### src/rtl/sram_ctrl_pkg.sv
// Shared types and constants for the 32-bit-to-16-bit SRAM controller.
package sram_ctrl_pkg;

    localparam int SRAM_ADDR_WIDTH = 18;
    localparam int SRAM_DATA_WIDTH = 16;
    localparam logic [31:0] MEM_BASE_DEFAULT = 32'd1024;

    typedef enum logic [1:0] {
        ST_IDLE = 2'd0,
        ST_LO   = 2'd1,
        ST_HI   = 2'd2,
        ST_DONE = 2'd3
    } state_e;

endpackage

### src/rtl/sram_wait_counter.sv
// Down-counter that times one SRAM half-word phase; tc flags the last cycle.
module sram_wait_counter #(
    parameter int WAIT_CYCLES = 5
) (
    input  logic clk,
    input  logic rst,
    input  logic load,
    input  logic enable,
    output logic tc
);

    logic [3:0] count;

    always_ff @(posedge clk) begin
        if (rst) begin
            count <= 4'd0;
        end else if (load) begin
            count <= 4'(WAIT_CYCLES - 1);
        end else if (enable && count != 4'd0) begin
            count <= count - 4'd1;
        end
    end

    assign tc = (count == 4'd0);

endmodule

### src/rtl/sram_controller.sv
// Splits 32-bit MEM-stage accesses into two 16-bit SRAM phases (LO, HI).
// Define SRAM_WAIT_STATES_EN to stretch each phase to WAIT_CYCLES cycles.
module sram_controller
    import sram_ctrl_pkg::*;
#(
    parameter int          WAIT_CYCLES = 5,
    parameter logic [31:0] MEM_BASE    = MEM_BASE_DEFAULT
) (
    input  logic                       clk,
    input  logic                       rst,
    input  logic                       mem_read,
    input  logic                       mem_write,
    input  logic [31:0]                address,
    input  logic [31:0]                wdata,
    output logic [31:0]                rdata,
    output logic                       ready,
    output logic [SRAM_ADDR_WIDTH-1:0] sram_addr,
    output logic [SRAM_DATA_WIDTH-1:0] sram_wdata,
    input  logic [SRAM_DATA_WIDTH-1:0] sram_rdata,
    output logic                       sram_we_n,
    output logic                       sram_oe,
    output logic [1:0]                 fsm_state
);

    localparam logic [1:0] IDLE = ST_IDLE;
    localparam logic [1:0] LO   = ST_LO;
    localparam logic [1:0] HI   = ST_HI;
    localparam logic [1:0] DONE = ST_DONE;

    logic [1:0]  state, next_state;
    logic        req;
    logic        in_phase;
    logic        phase_done;
    logic        write_q;
    logic [16:0] word_q;
    logic [31:0] wdata_q;
    logic [15:0] lo_q;
    logic [31:0] offset;

    assign req      = mem_read | mem_write;
    assign in_phase = (state == LO) || (state == HI);
    assign offset   = address - MEM_BASE;

    // Only word[16:0] reaches the SRAM; higher offset bits wrap away.
    logic unused_offset_bits;
    assign unused_offset_bits = ^{offset[31:19], offset[1:0]};

`ifdef SRAM_WAIT_STATES_EN
    logic cnt_load;
    assign cnt_load = ((state == IDLE) && req) || ((state == LO) && phase_done);

    sram_wait_counter #(.WAIT_CYCLES(WAIT_CYCLES)) u_wait (
        .clk    (clk),
        .rst    (rst),
        .load   (cnt_load),
        .enable (in_phase),
        .tc     (phase_done)
    );
`else
    localparam int unused_wait_cycles = WAIT_CYCLES;
    assign phase_done = 1'b1;
`endif

    always_comb begin
        next_state = state;
        case (state)
            IDLE:    if (req) next_state = LO;
            LO:      if (phase_done) next_state = HI;
            HI:      if (phase_done) next_state = DONE;
            default: next_state = IDLE;
        endcase
    end

    // Request inputs are latched once; the pipeline may change them mid-access.
    always_ff @(posedge clk) begin
        if (rst) begin
            state   <= IDLE;
            write_q <= 1'b0;
            word_q  <= '0;
            wdata_q <= '0;
            lo_q    <= '0;
            rdata   <= '0;
        end else begin
            state <= next_state;
            if (state == IDLE && req) begin
                write_q <= mem_write;
                word_q  <= offset[18:2];
                wdata_q <= wdata;
            end
            if (state == LO && phase_done && !write_q) begin
                lo_q <= sram_rdata;
            end
            if (state == HI && phase_done && !write_q) begin
                rdata <= {sram_rdata, lo_q};
            end
        end
    end

    assign ready      = ((state == IDLE) && !req) || (state == DONE);
    assign sram_addr  = {word_q, (state == HI)};
    assign sram_oe    = write_q && in_phase;
    assign sram_we_n  = !(write_q && in_phase);
    assign sram_wdata = !(write_q && in_phase) ? '0 :
                        (state == HI) ? wdata_q[31:16] : wdata_q[15:0];
    assign fsm_state  = state;

endmodule

### config.mk
export PLATFORM = sky130hd
export DESIGN_NAME = sram_controller
export DESIGN_NICKNAME = d
export VERILOG_FILES = /design/src/rtl/sram_ctrl_pkg.sv /design/src/rtl/sram_wait_counter.sv /design/src/rtl/sram_controller.sv
export SDC_FILE = /design/constraint.sdc
export NUM_CORES = 1
export LEC_CHECK = 0
export BUFFER_PORTS_ARGS = -buffer_cell sky130_fd_sc_hd__buf_4
export CORE_MARGIN = 1
export CORE_UTILIZATION = 43
export DETAILED_ROUTE_END_ITERATION = 10
export PLACE_DENSITY = 0.84
export SLEW_MARGIN = 20
export SYNTH_ARGS = -nofsm -noshare
export SYNTH_HDL_FRONTEND = slang
export SYNTH_SLANG_ARGS = --single-unit
### constraint.sdc
create_clock -name clk -period 1.4 [get_ports clk]
set_input_delay 0.28 -clock clk [delete_from_list [all_inputs] [get_ports clk]]
set_output_delay 0.28 -clock clk [all_outputs]
set_load 0.01 [all_outputs]
==> summary.md, run 1 <==
| Metric | Value |
|---|---|
| YS warnings | 0 |
| RSZ-0062 raised after global routing | yes |
| Clock Skew | 0.0115 ns |
| Post-route DRC | 0 |
| Antenna Violating Nets Remaining | 0 |
| First-pass GRT wire length | 17,200 µm |
| Pre-CTS WS | -0.349 ns |
| I/O Buffers | 139 |
| Max Freq | 531 MHz |
| Pre-antenna DRT Iters | 5 |
| Vias in the first global route | 3,662 |
| Synthesized Nets | 582 |
| Share of cells above drive strength 1 | 0.392 |
| Final hold violations | 0 |
| Filler cells | 604 |
| Layout Cell Area excl Fill | 6150 µm² |
| Final #Nets | 743 |
| HP Start | sram_rdata[3] |
| Antenna violations before repair | 0 |
| Crit-path most repeated cell | buf_6 |
| Antenna Cells | 0 |
| Worst path required time | 1.12 ns |
| Tot GR Track Use | 0.223 |
| CTS tree | built |
| Clk Tree Root Cell | clkbuf_8 |
| Area delta synth->final | 58.6% |
| Worst rel slew slack | 0.742 |
| Multi-input gate area | 2090 µm² |
| Largest net degree at the start of global routing | 33 |
| HPWL after DPL | 7530 µm |
| Outcome | complete, but fails checks |
| Critical path capture point type | primary output |
| Critical path cell sequence | buf_6 -> ha_4 -> buf_12 -> mux2i_4 -> nor2_4 -> buf_6 |
| Die ar. | 9410 µm² |
| Fin. max-slew vios | 0 |
| Avg WL per Cell | 15.7 µm |
| Reg2reg end | rdata[0]$_SDFFE_PP0P_ |
| Crit start category | flop |
| Fin worst setup slack | -0.483 ns |
| Worst-Skew Late Latency | 0.36 ns |
| Clock buffer depth | 2 |
| Peak VDD IR | 1190 µV |
| Critical path type | flop to primary output |
| Worst-path maximum fanout | 5 |
| Io pins | 155 |
| Synth cell types | 26 |
| Reg2reg path depth | 8 |
| Crit path DAT | 1.60 ns |
| Cells after synthesis | 493 |
| Die X | 97.0 µm |
| Syn_area_per_cell | 7.87 µm² |
| Hold Path End | lo_q[3]$_SDFFE_PP0P_ |
| R2r setup slk | -0.19 ns |
| M3 GR Usage | 0.0390 |
| Initial DRC count | 166 |
| Crit path largest cell delay | 0.36 ns |
| Gr ovfl total | 0 |
| Via/cell ratio | 5.28 |
| Final RePlAce weighted congestion | 0.839 |
| Failing checks | negative setup slack |
| H-Tree Depth | 3 |
| Die height | 97.0 µm |
| Setup violations, final | 94 |
| Max Cap Violations | 0 |
| Placement Cell Area | 5490 µm² |
| Slowest cell on crit path | dfxtp_4 |
| Sequential area share after synthesis | 0.516 |
| Yosys reg bits | 100 |
| Leakage power | 2.50 nW |
| Core Footprint | 8720 µm² |
| Grt peak-use layer | met2 |
| Num CTS Buffers | 9 |
| Initial cell density of the core | 0.445 |
| Row cnt | 34 |
| Post-layout minimum cycle time | 1.88 ns |
| Slew @ Worst Pin | 0.386 ns |
| Storage cell area | 2010 µm² |
| Clk sinks | 100 |
| Power per cell area | 1900 nW/µm² |
| Post-Route WL | 12,100 µm |
| Post-Syn Area | 3880 µm² |
| Clock slew at the register clock pins of the worst setup and hold paths | 0.11 ns |
| Design Power | 11.7 mW |
| Hold WC Path Type | input pin to flop |
| Met2 Track Usage GR | 0.384 |
| Final period util | 1.34 |
| Vias | 4,048 |
| Grt met1 use | 0.274 |
| Hold depth | 3 |
| Worst reg2reg startpoint | fsm_state[1]$_SDFFE_PP0P_ |
## state kept, by name, summed over array words and instances (netlist names)
signal and flops:
wdata_q 32, word_q 17, rdata 32, lo_q 16, fsm_state 2, write_q 1
## per-layer routing
| metal | up-vias | share of wire |
|---|---|---|
| met1 | 1913 | 0.40 |
| li1 | 1944 | - |
| met2 | 162 | 0.52 |
| met4 | 0 | 0.029 |
| met5 | - | 0 |
| met3 | 29 | 0.049 |
## placed cells by master, fill, tap and decap left out, drive strengths merged, types with 3 or more instances in the layout
cell type	count
nor3	3
dfxtp	100
nor4	4
clkbuf	14
nand2	180
clkinv	3
xnor2	3
and4	3
ha	5
nor3b	3
a211oi	9
buf	178
mux2i	17
nor2	27
inv	9
a21oi	89
## synth_stat cells
cell | instances | area [µm²]
nand2_1 | 179 | 672
dfxtp_1 | 100 | 2000
a21oi_1 | 89 | 445
nor2_1 | 27 | 101
clkbuf_1 | 23 | 86.3
mux2i_1 | 17 | 170
a211oi_1 | 9 | 67.6
buf_2 | 7 | 35.0
buf_1 | 5 | 18.8
ha_1 | 5 | 62.6
inv_1 | 5 | 18.8
and4_1 | 3 | 26.3
nor3_1 | 3 | 15.0
nor3b_1 | 3 | 22.5
nor4_1 | 3 | 18.8
xnor2_1 | 3 | 26.3
nand2b_1 | 2 | 12.5
nor2b_1 | 2 | 12.5
a311oi_2 | 1 | 15.0
nor4_2 | 1 | 12.5
o21a_1 | 1 | 7.51
o21ai_1 | 1 | 5.00
o31ai_1 | 1 | 7.51
or2_2 | 1 | 6.26
or3_1 | 1 | 6.26
or4_1 | 1 | 7.51
## stage by stage
stage          setup TNS (ns)  utilization  hold WS, ns  std cells
2_1_floorplan          -0.549            -        0.376        493
3_3_place_gp            -7.32        0.629        0.442        734
3_5_place_dp            -9.59        0.629        0.445        734
4_1_cts                 -9.18        0.666        0.148        753
5_1_grt                -22.34        0.706        0.146        767
6_report               -14.26        0.706        0.161        767
## where the power goes
part / leakage (nW) / switching, mW / internal, mW
Combinational: 1.58 / 2.91 / 3.09
Clock: 0.0982 / 1.09 / 0.695
Sequential: 0.819 / 0.418 / 3.50
## worst max-delay path, delay by kind of cell, from the launching register on
kind	cells	cell delay (ns)
buf+inv	3	0.37
flops	1	0.36
fa+ha+maj	1	0.19
mux	1	0.19
simple gates	1	0.13
## cell type report
| type | count | area share |
|---|---|---|
| multi-input cells | 355 | 0.339 |
| flip-flops and latches | 100 | 0.326 |
| repair buffers | 183 | 0.278 |
| well taps | 108 | 0.0220 |
| clock buffers | 9 | 0.0201 |
| clock inverters | 7 | 0.0108 |
| inverters | 5 | 0.00346 |
## worst max path at each step
stage,startpoint,end,slack [ns],cells after the start
after global routing,fsm_state[1]$_SDFFE_PP0P_,sram_wdata[6],-0.54,6
after detailed placement,fsm_state[1]$_SDFFE_PP0P_,lo_q[12]$_SDFFE_PP0P_,-0.35,5
after global placement,fsm_state[1]$_SDFFE_PP0P_,lo_q[9]$_SDFFE_PP0P_,-0.26,5
final,fsm_state[1]$_SDFFE_PP0P_,sram_wdata[13],-0.48,6
after CTS,fsm_state[1]$_SDFFE_PP0P_,sram_wdata[13],-0.46,6
after floorplan,fsm_state[0]$_SDFFE_PP0P_,sram_wdata[5],-0.05,6
## repair_timing
| item | CTS | global route |
|---|---|---|
| endpoints found under the setup margin | 111 | 103 |
| gates cloned | 2 | 6 |
| setup buffers | 1 | 8 |
| pin swaps | 3 | 21 |
| resized for setup | 21 | 31 |
| hold buffers | 0 | 0 |
## logic make-up after synthesis
family	after synthesis	synth area share
buf+inv	40	0.0409
flops	100	0.516
xor+xnor	3	0.00677
compound gates	102	0.141
fa+ha+maj	5	0.0161
simple gates	226	0.235
mux	17	0.0438
Note: power is estimated with default switching activity, not from simulation.
==> inputs of run 2 (changes only) <==
--- a/config.mk
+++ b/config.mk
@@ -8,6 +8,5 @@
 export BUFFER_PORTS_ARGS = -buffer_cell sky130_fd_sc_hd__buf_4
-export CORE_MARGIN = 1
-export CORE_UTILIZATION = 43
+export CORE_UTILIZATION = 40
 export DETAILED_ROUTE_END_ITERATION = 10
-export PLACE_DENSITY = 0.84
+export PLACE_DENSITY = 0.8
 export SLEW_MARGIN = 20
--- a/constraint.sdc
+++ b/constraint.sdc
@@ -3,2 +3,2 @@
 set_output_delay 0.28 -clock clk [all_outputs]
-set_load 0.01 [all_outputs]
+set_load 0.05 [all_outputs]
==> summary.md, run 2 (synthesis gave the netlist of run 1 again) <==
| Metric | Value |
|---|---|
| Clock slew at the register clock pins of the worst setup and hold paths | 0.14 ns (was 0.11 ns) |
| Sequential power share | 0.246 (was 0.335) |
| Fin. max-slew vios | 0 (unchanged) |
| Share of cells above drive strength 1 | 0.604 (was 0.392) |
| Power per cell area | 2270 nW/µm² (was 1900 nW/µm²) |
| Antenna Violating Nets Remaining | 0 (unchanged) |
| Io pins | 155 (unchanged) |
| Row cnt | 35 (was 34) |
| CTS tree | built (unchanged) |
| Crit path DAT | 1.77 ns (was 1.60 ns) |
| Crit start category | flop (unchanged) |
| Initial DRC count | 231 (was 166) |
| Cts hold-fix bufs | 0 (unchanged) |
| Die height | 101 µm (was 97.0 µm) |
| Die ar. | 10,100 µm² (was 9410 µm²) |
| Hold WC Path Type | input pin to flop (unchanged) |
| Clock group share of total power | 0.122 (was 0.152) |
| Antenna Cells | 0 (unchanged) |
| Placed cells | 753 (was 734) |
| Worst-Skew Late Latency | 0.39 ns (was 0.36 ns) |
| Worst rel slew slack | 0.709 (was 0.742) |
| Via/cell ratio | 5.72 (was 5.28) |
| Switching pwr | 7.54 mW (was 4.42 mW) |
| I/O Buffers | 139 (unchanged) |
| First-pass GRT wire length | 22,200 µm (was 17,200 µm) |
| Most common cell after layout, fill and taps aside | buf_4 (was nand2_1) |
| Vias | 4,659 (was 4,048) |
| Clock Skew | 0.0251 ns (was 0.0115 ns) |
| Leakage power | 2.98 nW (was 2.50 nW) |
| Fin worst setup slack | -0.651 ns (was -0.483 ns) |
| Fin cells | 814 (was 767) |
| Peak VDD IR | 1580 µV (was 1190 µV) |
| Area delta synth->final | 92.1% (was 58.6%) |
| Vias in the first global route | 4,347 (was 3,662) |
| Post-Route WL | 17,700 µm (was 12,100 µm) |
| Clk sinks | 100 (unchanged) |
| H-Tree Depth | 3 (unchanged) |
| Final RePlAce weighted congestion | 0.746 (was 0.839) |
| Antenna violations before repair | 0 (unchanged) |
| Largest registers | rdata: 32 flops, wdata_q: 32 flops, word_q: 17 flops (unchanged) |
| Worst path required time | 1.12 ns (about the same) |
| Clk Tree Root Cell | clkbuf_8 (unchanged) |
| Final hold violations | 0 (unchanged) |
| Slew @ Worst Pin | 0.436 ns (was 0.386 ns) |
| Outcome | complete, but fails checks (unchanged) |
| Internal power | 9.42 mW (was 7.28 mW) |
| Final #Nets | 769 (was 743) |
| Failing checks | negative setup slack (unchanged) |
| Tot GR Track Use | 0.287 (was 0.223) |
| Final core occ | 0.799 (was 0.706) |
| Max Cap Violations | 0 (unchanged) |
| Post-layout minimum cycle time | 2.05 ns (was 1.88 ns) |
| Gr ovfl total | 0 (unchanged) |
| Critical path capture point type | primary output (unchanged) |
| Post-route DRC | 0 (unchanged) |
| Critical path type | flop to primary output (unchanged) |
| Power share of the combinational group | 0.632 (was 0.513) |
| Clock buffer depth | 2 (unchanged) |
| RSZ-0062 raised after global routing | yes (unchanged) |
| Worst-path maximum fanout | 5 (unchanged) |
| Pre-antenna DRT Iters | 5 (unchanged) |
| Die X | 101 µm (was 97.0 µm) |
| HPWL after DPL | 6970 µm (was 7530 µm) |
| Net Sw Frac | 0.444 (was 0.378) |
| Final period util | 1.47 (was 1.34) |
| Commonest non-fill, non-tap cells in the layout | buf_4 (138), nand2_1 (113), dfxtp_1 (98), a21oi_2 (60), nand2_4 (34) (was nand2_1 (178), buf_4 (148), dfxtp_1 (98), a21oi_1 (72), nor2_1 (19)) |
| Max Freq | 487 MHz (was 531 MHz) |
| R2r setup slk | -0.44 ns (was -0.19 ns) |
| Largest net degree at the start of global routing | 50 (was 33) |
| Setup violations, final | 103 (was 94) |
| Num CTS Buffers | 9 (unchanged) |
| Core Footprint | 9330 µm² (was 8720 µm²) |
| Avg WL per Cell | 21.7 µm (was 15.7 µm) |
| Initial cell density of the core | 0.416 (was 0.445) |
-- run 2: cell type report --
cell class	instances	area [µm²]
repair buffers	207	2200
multi-input cells	357	2840
inverters	5	27.5
fillers	498	1870
well taps	129	161
clock inverters	6	76.3
clock buffers	10	138
flip-flops and latches	100	2010
-- run 2: routing by layer --
metal  vias to the layer above  GRT usage  wire, µm
met1                      2222      0.315      6210
met5                         -          0         0
met2                       327      0.520      9170
li1                       2014          -         -
met3                        96     0.0680      1330
met4                         0      0.137       952
-- run 2: critical path: stages (launching register included) --
cell and delay (ns):
dfxtp_4 0.38, inv_4 0.04, buf_6 0.11, ha_4 0.39, nand2_8 0.14, nor2_4 0.16, buf_6 0.17
-- run 2: path summary, 6_finish.rpt --
check                                          startpoint                  endpoint  cells after the start
worst max-delay path            fsm_state[1]$_SDFFE_PP0P_             sram_wdata[6]                      6
worst min-delay path                             wdata[7]   wdata_q[7]$_SDFFE_PP0P_                      3
worst max register to register  fsm_state[1]$_SDFFE_PP0P_  wdata_q[15]$_SDFFE_PP0P_                     12
worst min register to register      lo_q[13]$_SDFFE_PP0P_    rdata[13]$_SDFFE_PP0P_                      2
-- run 2: stage by stage --
step                      setup TNS (ns)  area [µm²]  setup slack [ns]  total power, mW  hold slack, ns
after global placement             -9.17        5450            -0.268             9.21           0.441
final                             -34.51        7460            -0.651             17.0           0.132
after floorplan                    -8.91        4170            -0.366             7.77           0.376
after detailed placement          -11.56        5450            -0.321             9.36           0.446
after global routing              -38.99        7460            -0.675             17.4           0.126
after CTS                         -21.42        6880            -0.597             15.1           0.127
-- run 2: what timing repair did --
action,4_1_cts,5_1_grt
setup buffers,16,17
setup endpoints to repair,115,119
hold endpoints to repair,0,0
pin swaps,52,31
gates resized for setup,147,140
gates cloned,19,4
-- run 2: power by group through the flow --
stage | Clock (mW) | Combinational (mW) | Sequential (mW)
2_1_floorplan | 0 | 2.89 | 4.88
3_3_place_gp | 0 | 5.33 | 3.88
3_5_place_dp | 0 | 5.45 | 3.91
4_1_cts | 2.04 | 9.03 | 4.01
5_1_grt | 2.21 | 11.0 | 4.20
6_report | 2.07 | 10.7 | 4.17
==> inputs of run 3 (changes only) <==
- PLACE_DENSITY: 0.8 -> 0.77
- clock period: 1.4 -> 1.9 ns (I/O delays scaled with it)
==> summary.md, run 3 (synthesis gave the netlist of run 1 again) <==
| Metric | Value |
|---|---|
| Outcome | complete, but fails checks (unchanged) |
| Die X | 101 µm (unchanged) |
| RSZ-0062 raised after global routing | yes (unchanged) |
| Setup violations, final | 17 (was 103) |
| Leakage power | 2.31 nW (was 2.98 nW) |
| Pre-antenna DRT Iters | 4 (was 5) |
| Peak VDD IR | 1100 µV (was 1580 µV) |
| Worst path required time | 1.52 ns (was 1.12 ns) |
| Slew @ Worst Pin | 0.622 ns (was 0.436 ns) |
| Vias | 3,737 (was 4,659) |
| Avg WL per Cell | 13.3 µm (was 21.7 µm) |
| Clk sinks | 100 (unchanged) |
| Via/cell ratio | 4.90 (was 5.72) |
| HPWL after DPL | 6830 µm (was 6970 µm) |
| Io pins | 155 (unchanged) |
| Antenna Violating Nets Remaining | 0 (unchanged) |
| Fin. max-slew vios | 0 (unchanged) |
| Final period util | 1.05 |
| Num CTS Buffers | 9 (unchanged) |
| Most common cell after layout, fill and taps aside | nand2_1 (was buf_4) |
| Hold WC Path Type | input pin to flop (unchanged) |
| Failing checks | negative setup slack (unchanged) |
| Post-Route WL | 10,100 µm (was 17,700 µm) |
| Antenna violations before repair | 0 (unchanged) |
| Worst rel slew slack | 0.585 (was 0.709) |
| Fin cells | 762 (was 814) |
| Max Freq | 499 MHz |
| Row cnt | 35 (unchanged) |
| Critical path capture point type | primary output (unchanged) |
| Final hold violations | 0 (unchanged) |
| Clock slew at the register clock pins of the worst setup and hold paths | 0.09 ns (was 0.14 ns) |
| Die height | 101 µm (unchanged) |
| Commonest non-fill, non-tap cells in the layout | nand2_1 (178), buf_4 (129), dfxtp_1 (98), a21oi_1 (89), buf_6 (17) (was buf_4 (138), nand2_1 (113), dfxtp_1 (98), a21oi_2 (60), nand2_4 (34)) |
| Clock Skew | 0.0177 ns (was 0.0251 ns) |
| Largest net degree at the start of global routing | 59 (was 50) |
| Post-layout minimum cycle time | 2.00 ns |
| Clock buffer depth | 2 (unchanged) |
| CTS tree | built (unchanged) |
| Area delta synth->final | 52.2% (was 92.1%) |
| Crit start category | flop (unchanged) |
| Gr ovfl total | 0 (unchanged) |
| Final RePlAce weighted congestion | 0.807 (was 0.746) |
| Core Footprint | 9330 µm² (unchanged) |
| First-pass GRT wire length | 16,100 µm (was 22,200 µm) |
| Placed cells | 738 (was 753) |
| Antenna Cells | 0 (unchanged) |
| Die ar. | 10,100 µm² (unchanged) |
| H-Tree Depth | 3 (unchanged) |
| Initial DRC count | 176 (was 231) |
| Vias in the first global route | 3,431 (was 4,347) |
| Tot GR Track Use | 0.201 (was 0.287) |
| Critical path type | flop to primary output (unchanged) |
| Max Cap Violations | 0 (unchanged) |
| Initial cell density of the core | 0.416 (unchanged) |
| Post-route DRC | 0 (unchanged) |
| Final #Nets | 717 (was 769) |
| Placement Cell Area | 5260 µm² (was 5450 µm²) |
| Worst-Skew Late Latency | 0.36 ns (was 0.39 ns) |
| Fin worst setup slack | -0.102 ns (was -0.651 ns) |
| Layout Cell Area excl Fill | 5910 µm² (was 7460 µm²) |
| Share of cells above drive strength 1 | 0.348 (was 0.604) |
| I/O Buffers | 139 (unchanged) |
| Clk Tree Root Cell | clkbuf_8 (unchanged) |
| Min Hold Slack | 0.251 ns (was 0.132 ns) |
| Largest registers | rdata: 32 flops, wdata_q: 32 flops, word_q: 17 flops (unchanged) |
| Power per cell area | 1470 nW/µm² (was 2270 nW/µm²) |
| Crit path DAT | 1.62 ns (was 1.77 ns) |
| Cts hold-fix bufs | 0 (unchanged) |
| Worst-path maximum fanout | 5 (unchanged) |
## run 3: layout make-up
class	instances	area, µm²
Fill cell	776	3420
Timing Repair Buffer	159	1420
Inverter	5	27.5
Tap cell	129	161
Multi-Input combinational cell	353	2080
Sequential cell	100	2010
Clock buffer	11	141
Clock inverter	5	66.3
## run 3: stage by stage
| step | TNS [ns] | utilization | setup WS [ns] | power (mW) |
|---|---|---|---|---|
| after CTS | -1.73 | 0.624 | -0.125 | 8.59 |
| after global placement | 0 | 0.564 | 0.150 | 6.54 |
| after global routing | -2.50 | 0.633 | -0.166 | 9.18 |
| after detailed placement | 0 | 0.564 | 0.110 | 6.62 |
| after floorplan | 0 | - | 0.0107 | 5.50 |
| final | -1.41 | 0.633 | -0.102 | 8.69 |
## run 3: final timing paths
check / start / end / slack [ns] / cells after the start
worst max-delay path: fsm_state[0]$_SDFFE_PP0P_ / sram_wdata[5] / -0.10 / 6
worst max register to register: fsm_state[0]$_SDFFE_PP0P_ / wdata_q[7]$_SDFFE_PP0P_ / 0.25 / 7
worst min-delay path: address[10] / word_q[8]$_SDFFE_PP0P_ / 0.25 / 2
worst min register to register: lo_q[11]$_SDFFE_PP0P_ / rdata[11]$_SDFFE_PP0P_ / 0.46 / 2
## run 3: worst max-delay path: stages, from the launching register on
cell and delay (ns):
dfxtp_4 0.36, inv_4 0.07, ha_4 0.20, buf_12 0.16, mux2i_4 0.26, nor2_4 0.05, buf_6 0.15
## run 3: power breakdown
| group | leakage, nW | switching (mW) | internal (mW) | total, mW |
|---|---|---|---|---|
| registers | 0.819 | 0.342 | 2.58 | 2.92 |
| clock network | 0.102 | 0.748 | 0.665 | 1.41 |
| logic | 1.39 | 2.63 | 1.72 | 4.35 |
## run 3: metal layers
layer	GRT usage	vias up	wire length [µm]
met5	0	-	0
met4	0.0858	0	225
met3	0.0284	18	374
met2	0.338	95	5180
met1	0.259	1739	4360
li1	-	1885	-
## run 3: what timing repair did
| item | 4_1_cts | 5_1_grt |
|---|---|---|
| setup buffers | 6 | 0 |
| endpoints found under the setup margin | 20 | 19 |
| cloned | 1 | 1 |
| pin swaps | 2 | 1 |
| gates resized for setup | 55 | 10 |
